**src/rtl/program_memory_arbiter_if.sv**
```systemverilog
// Bus bundle between the program memory arbiter, its two requesters and the
// single-ported program memory.
interface program_memory_arbiter_if #(
    parameter int DATA_WIDTH = 32
);
    logic                  f_req;
    logic [DATA_WIDTH-1:0] f_addr;
    logic                  f_gnt;
    logic                  f_rvalid;
    logic [DATA_WIDTH-1:0] f_rdata;
    logic                  f_err;

    logic                  l_req;
    logic                  l_we;
    logic [DATA_WIDTH-1:0] l_addr;
    logic [DATA_WIDTH-1:0] l_wdata;
    logic                  l_gnt;
    logic                  l_rvalid;
    logic [DATA_WIDTH-1:0] l_rdata;
    logic                  l_err;

    logic                  mem_en;
    logic                  mem_we;
    logic [DATA_WIDTH-1:0] mem_addr;
    logic [DATA_WIDTH-1:0] mem_wdata;
    logic [DATA_WIDTH-1:0] mem_rdata;

    // Arbiter side.
    modport slave (
        input  f_req, f_addr, l_req, l_we, l_addr, l_wdata, mem_rdata,
        output f_gnt, f_rvalid, f_rdata, f_err,
        output l_gnt, l_rvalid, l_rdata, l_err,
        output mem_en, mem_we, mem_addr, mem_wdata
    );

    // Requesters plus memory side.
    modport master (
        output f_req, f_addr, l_req, l_we, l_addr, l_wdata, mem_rdata,
        input  f_gnt, f_rvalid, f_rdata, f_err,
        input  l_gnt, l_rvalid, l_rdata, l_err,
        input  mem_en, mem_we, mem_addr, mem_wdata
    );
endinterface

```
**src/rtl/program_memory_arbiter.sv**
```systemverilog
// Round-robin arbiter sharing single-ported program memory between instruction
// fetch and the loader/debug port; screens bad addresses, 1-cycle responses.
module program_memory_arbiter #(
    parameter int DATA_WIDTH   = 32,
    parameter int MEMORY_DEPTH = 32
) (
    input  logic                     clk,
    input  logic                     reset,
    program_memory_arbiter_if.slave  bus
);
    typedef enum logic {OWNER_F = 1'b0, OWNER_L = 1'b1} owner_e;

    localparam logic [DATA_WIDTH-3:0] DEPTH_IDX = (DATA_WIDTH-2)'(MEMORY_DEPTH);

    owner_e                last;
    logic                  resp_valid;
    owner_e                resp_owner;
    logic                  resp_err;
    logic                  resp_write;

    logic                  f_win;
    logic                  l_win;
    logic                  accept;
    logic                  legal;
    logic                  req_err;
    logic [DATA_WIDTH-1:0] sel_addr;
    logic                  show_f;
    logic                  show_l;
    logic                  resp_data;

    // Fetch loses a conflict only when it was the last one served.
    assign f_win    = bus.f_req && (!bus.l_req || last == OWNER_L);
    assign l_win    = bus.l_req && !f_win;
    assign accept   = !reset && (bus.f_req || bus.l_req);
    assign sel_addr = f_win ? bus.f_addr : bus.l_addr;
    assign req_err  = (sel_addr[1:0] != 2'b00) || (sel_addr[DATA_WIDTH-1:2] >= DEPTH_IDX);
    assign legal    = accept && !req_err;

    // A response registered just before reset is dropped while reset is high.
    assign show_f    = resp_valid && !reset && resp_owner == OWNER_F;
    assign show_l    = resp_valid && !reset && resp_owner == OWNER_L;
    assign resp_data = !resp_err && !resp_write;

    always_comb begin
        // NOTE: every output gets a default first so no path can infer a latch.
        bus.f_gnt     = 1'b0;
        bus.l_gnt     = 1'b0;
        bus.mem_en    = 1'b0;
        bus.mem_we    = 1'b0;
        bus.mem_addr  = '0;
        bus.mem_wdata = '0;
        if (accept) begin
            bus.f_gnt = f_win;
            bus.l_gnt = l_win;
        end
        if (legal) begin
            bus.mem_en    = 1'b1;
            bus.mem_we    = l_win && bus.l_we;
            bus.mem_addr  = sel_addr;
            bus.mem_wdata = l_win ? bus.l_wdata : '0;
        end

        bus.f_rvalid = show_f;
        bus.f_err    = show_f && resp_err;
        bus.f_rdata  = (show_f && resp_data) ? bus.mem_rdata : '0;
        bus.l_rvalid = show_l;
        bus.l_err    = show_l && resp_err;
        bus.l_rdata  = (show_l && resp_data) ? bus.mem_rdata : '0;
    end

    // NOTE: state registers use non-blocking assignments so every flop samples
    // pre-edge values regardless of statement order.
    always_ff @(posedge clk) begin
        if (reset) begin
            last       <= OWNER_L;
            resp_valid <= 1'b0;
            resp_owner <= OWNER_F;
            resp_err   <= 1'b0;
            resp_write <= 1'b0;
        end else begin
            resp_valid <= accept;
            if (accept) begin
                last       <= f_win ? OWNER_F : OWNER_L;
                resp_owner <= f_win ? OWNER_F : OWNER_L;
                resp_err   <= req_err;
                resp_write <= l_win && bus.l_we;
            end
        end
    end
endmodule
```
**src/flat_wrapper.sv**
```systemverilog
// flat-port wrapper written by rule: the top's interface ports become plain ports
module program_memory_arbiter_flat 
#(
    parameter int DATA_WIDTH   = 32,
    parameter int MEMORY_DEPTH = 32
)
  (clk, reset, bus_f_req, bus_f_addr, bus_l_req, bus_l_we, bus_l_addr, bus_l_wdata, bus_mem_rdata, bus_f_gnt, bus_f_rvalid, bus_f_rdata, bus_f_err, bus_l_gnt, bus_l_rvalid, bus_l_rdata, bus_l_err, bus_mem_en, bus_mem_we, bus_mem_addr, bus_mem_wdata);
  program_memory_arbiter_if #(.DATA_WIDTH(DATA_WIDTH)) bus_i ();
  input  logic clk;
  input  logic reset;
  input wire logic [$bits(bus_i.f_req)-1:0] bus_f_req;
  input wire logic [$bits(bus_i.f_addr)-1:0] bus_f_addr;
  input wire logic [$bits(bus_i.l_req)-1:0] bus_l_req;
  input wire logic [$bits(bus_i.l_we)-1:0] bus_l_we;
  input wire logic [$bits(bus_i.l_addr)-1:0] bus_l_addr;
  input wire logic [$bits(bus_i.l_wdata)-1:0] bus_l_wdata;
  input wire logic [$bits(bus_i.mem_rdata)-1:0] bus_mem_rdata;
  output wire logic [$bits(bus_i.f_gnt)-1:0] bus_f_gnt;
  output wire logic [$bits(bus_i.f_rvalid)-1:0] bus_f_rvalid;
  output wire logic [$bits(bus_i.f_rdata)-1:0] bus_f_rdata;
  output wire logic [$bits(bus_i.f_err)-1:0] bus_f_err;
  output wire logic [$bits(bus_i.l_gnt)-1:0] bus_l_gnt;
  output wire logic [$bits(bus_i.l_rvalid)-1:0] bus_l_rvalid;
  output wire logic [$bits(bus_i.l_rdata)-1:0] bus_l_rdata;
  output wire logic [$bits(bus_i.l_err)-1:0] bus_l_err;
  output wire logic [$bits(bus_i.mem_en)-1:0] bus_mem_en;
  output wire logic [$bits(bus_i.mem_we)-1:0] bus_mem_we;
  output wire logic [$bits(bus_i.mem_addr)-1:0] bus_mem_addr;
  output wire logic [$bits(bus_i.mem_wdata)-1:0] bus_mem_wdata;
  assign bus_i.f_req = bus_f_req;
  assign bus_i.f_addr = bus_f_addr;
  assign bus_i.l_req = bus_l_req;
  assign bus_i.l_we = bus_l_we;
  assign bus_i.l_addr = bus_l_addr;
  assign bus_i.l_wdata = bus_l_wdata;
  assign bus_i.mem_rdata = bus_mem_rdata;
  assign bus_f_gnt = bus_i.f_gnt;
  assign bus_f_rvalid = bus_i.f_rvalid;
  assign bus_f_rdata = bus_i.f_rdata;
  assign bus_f_err = bus_i.f_err;
  assign bus_l_gnt = bus_i.l_gnt;
  assign bus_l_rvalid = bus_i.l_rvalid;
  assign bus_l_rdata = bus_i.l_rdata;
  assign bus_l_err = bus_i.l_err;
  assign bus_mem_en = bus_i.mem_en;
  assign bus_mem_we = bus_i.mem_we;
  assign bus_mem_addr = bus_i.mem_addr;
  assign bus_mem_wdata = bus_i.mem_wdata;
  program_memory_arbiter #(.DATA_WIDTH(DATA_WIDTH), .MEMORY_DEPTH(MEMORY_DEPTH)) u_core (.clk(clk), .reset(reset), .bus(bus_i));
endmodule
```
**config.mk**
```make
export PLATFORM = sky130hd
export DESIGN_NAME = program_memory_arbiter_flat
export DESIGN_NICKNAME = d
export VERILOG_FILES = /design/src/rtl/program_memory_arbiter_if.sv /design/src/rtl/program_memory_arbiter.sv /design/src/flat_wrapper.sv
export SDC_FILE = /design/constraint.sdc
export NUM_CORES = 1
export LEC_CHECK = 0
export BUFFER_PORTS_ARGS = -buffer_cell sky130_fd_sc_hd__buf_4
export CAP_MARGIN = 10
export CORE_AREA = 2 2 104 106
export DETAILED_ROUTE_END_ITERATION = 7
export DIE_AREA = 0 0 106 108
export SLEW_MARGIN = 20
export SYNTH_ARGS = -nofsm -noshare
export SYNTH_HDL_FRONTEND = slang
export SYNTH_SLANG_ARGS = --single-unit
```
**constraint.sdc**
```tcl
create_clock -name clk -period 2.1 [get_ports clk]
set_input_delay 0.21 -clock clk [delete_from_list [all_inputs] [get_ports clk]]
set_output_delay 0.21 -clock clk [all_outputs]
set_load 0.01 [all_outputs]
```
==> summary.txt <==
Clock tree
  • Clock Root Buffer: clkbuf_8
  • Clock buffer depth: 2
  • Sink Count: 5
  • Clock Latency Late Sink: 220 ps
  • Worst-path clk slew: 30 ps
  • CTS tree: yes
  • CTS H-tree lvls: 1
  • CTS buffer count: 3

Yosys
  • Post-synthesis sequential area ratio: 0.0703
  • Synth Area in Compound Gates: 0.0914
  • Synth Area in Adders: 0
  • Synthesized cell area: 1420 um2
  • Syn avg cell area: 6.68 um2
  • Synth cell types: 30
  • Synthesized flop and latch total: 5
  • Synth Warn #: 0
  • Post-synthesis simple-gate area fraction: 0.606
  • Post-synthesis xor/xnor area fraction: 0
  • Largest family of logic cells by synthesized area: simple AND/OR/NAND/NOR gates
  • Mux cell area share after synthesis: 0.0149
  • Post-Syn Instances: 213

Worst setup path
  • Critical Path Start: bus_l_addr[14]
  • Critical Path AT: 2240 ps
  • Worst R2R End: u_core.resp_err
  • RR Startpoint: u_core.last
  • Crit start category: input port
  • Worst setup path end: bus_mem_wdata[29]
  • Worst reg2reg path depth: 8
  • CP required: 1890 ps
  • CP Class: in -> out
  • Crit path max fanout: 10
  • CP Capture Type: primary output
  • Reg2reg setup slack: 200 ps

Floorplanning
  • # IOs: 269
  • Core Area: 10200 um2
  • DIE AREA: 11400 um2
  • Chip height: 108 um
  • Die width: 106 um
  • Initial Util: 0.139
  • # rows: 37

Global route
  • Grt total ovfl: 0
  • GRT Util Overall: 0.119
  • Largest net degree at the start of global routing: 34
  • Vias in the first global route: 2234
  • First-pass GRT wire length: 11000 um
  • Initial antenna violation count: 0

STA
  • Final setup viols: 39
  • RSZ-0062 raised after global routing: yes
  • Max frequency: 409 MHz
  • Final period util: 1.16
  • Skew final: 0.643 ps
  • Setup slack after layout: -345 ps
  • Period minus WS final: 2450 ps
  • Fin. max-slew vios: 0
  • Final Hold Violating Endpoints: 0

Place
  • Placed cells: 586
  • # port buffers: 241
  • Gpl congestion: 0.740
  • Pre-CTS setup slack: -340 ps
  • HPWL after DPL: 6640 um

Status
  • Status: complete, but fails checks
  • Failing checks: negative setup slack

Detailed routing
  • Detailed-route via count: 2309
  • DRC: 0
  • First-pass DRT Iterations: 4
  • Initial drt markers: 117
  • Antenna Violating Nets Remaining: 0
  • WL final: 7830 um
  • Via/cell ratio: 3.86
  • Routed length per instance: 13.1 um

Run
  • Max-Cap Viols: 0

Worst hold path
  • Worst min path class: in -> reg

Final layout
  • Util after Layout: 0.346
  • Area grow syn2layout: 149%
  • Fin nets: 596
  • Non-Filler Instances: 598
  • Share of cells above drive strength 1: 0.610
  • Inserted Diodes: 0

Power and ir drop
  • Cell Pwr Density: 185 nW/um2
  • Worst vdd ir: 134 uV
  • P_leak: 0.00204 uW
worst max-delay path: stages:
cell and delay [ps]:
buf_6 90, or4_4 510, a21o_1 160, a211o_1 310, a221oi_4 320, buf_6 180
clkbuf_16 150, and3_1 170, buf_4 120
cell families (layout without fill, tap and decap cells):
| group | Yosys count | after routing |
|---|---|---|
| AOI/OAI and AO/OA | 13 | 13 |
| buffers and inverters | 46 | 269 |
| DFF | 5 | 5 |
| muxes | 2 | 2 |
| other | 1 | 27 |
| and+or+nand+nor | 146 | 146 |
cell usage in the layout, fill, tap and decap left out, types with 5 or more instances in the layout:
master and n:
a21boi_2 5, and2_1 66, and3_1 30, buf_4 251, buf_6 6, conb_1 27, dfxtp_1 5, nand2_1 9
nand3_1 7, nor2_1 7, nor4_1 9
synthesized netlist by cell type:
library cell | instances | area (um2)
nand3_1 | 7 | 35.0
mux2i_1 | 1 | 10.0
and3_1 | 33 | 206
a221oi_4 | 1 | 26.3
buf_2 | 1 | 5.00
inv_1 | 3 | 11.3
mux2_2 | 1 | 11.3
a21boi_2 | 5 | 56.3
nor4_1 | 9 | 56.3
or4_1 | 2 | 15.0
a21o_1 | 1 | 7.51
o21ai_0 | 1 | 5.00
buf_4 | 27 | 203
nand3b_1 | 1 | 7.51
a21oi_1 | 2 | 10.0
nor3b_1 | 2 | 15.0
buf_6 | 4 | 45.0
nor3_1 | 4 | 20.0
a211oi_1 | 1 | 7.51
and2_1 | 66 | 413
dfxtp_1 | 5 | 100
conb_1 | 1 | 3.75
o22a_1 | 1 | 8.76
or2_2 | 1 | 6.26
nor2_1 | 7 | 26.3
nand4_1 | 3 | 18.8
clkbuf_1 | 11 | 41.3
a211o_1 | 1 | 8.76
nand2_1 | 10 | 37.5
nand2b_1 | 1 | 6.26
flip-flops by register name, summed over array words and instances, names as in the netlist:
register / count
u_core.resp_err: 1
u_core.resp_valid: 1
u_core.resp_write: 1
u_core.resp_owner: 1
u_core.last: 1
per-stage QoR:
step | area (um2) | hold WS (ps) | TNS (ps) | power (uW)
final | 3540 | 341 | -11810 | 654
after detailed placement | 3340 | 542 | -11500 | 481
after global routing | 3540 | 348 | -14220 | 707
after floorplan | 1520 | 336 | -2.42 | 248
after global placement | 3340 | 526 | -11340 | 478
after CTS | 3460 | 330 | -11240 | 661
power by group:
part           switching [uW]  leakage (uW)  internal, uW  total (uW)
combinational             145       0.00197           228         374
sequential               4.91     0.0000417           102         107
clock                    43.1     0.0000228           130         173
worst min path at each step:
stage / startpoint / depth (start not counted) / to / slack, ps
after detailed placement: u_core.resp_err / 2 / u_core.resp_err / 540
final: reset / 3 / u_core.resp_write / 340
after CTS: reset / 3 / u_core.resp_write / 330
after floorplan: bus_l_req / 2 / u_core.resp_valid / 340
after global routing: reset / 3 / u_core.resp_write / 350
after global placement: u_core.resp_err / 2 / u_core.resp_err / 530
per-layer routing:
metal	track usage	wire, um	vias up
met5	0	0	-
met3	0.0223	700	2
met2	0.235	4230	153
li1	-	-	1159
met4	0.0197	34	0
met1	0.133	2860	995
repair_timing:
| item | in CTS | in global routing |
|---|---|---|
| pin swaps | 3 | 4 |
| endpoints found under the hold margin | 0 | 0 |
| hold buffers | 0 | 0 |
| buffers inserted | 3 | 2 |
| endpoints found under the setup margin | 39 | 39 |
| cloned | 1 | 3 |
| gates resized for setup | 7 | 11 |
cell type report:
cell class / instances / area, um2
sequential: 5 / 100
fill: 1068 / 6690
timing repair buffer: 262 / 2060
multi-input combinational: 188 / 1150
clock buffer: 4 / 45.0
inverter: 3 / 11.3
tap: 136 / 170
Power figures use the tool's default switching activity.
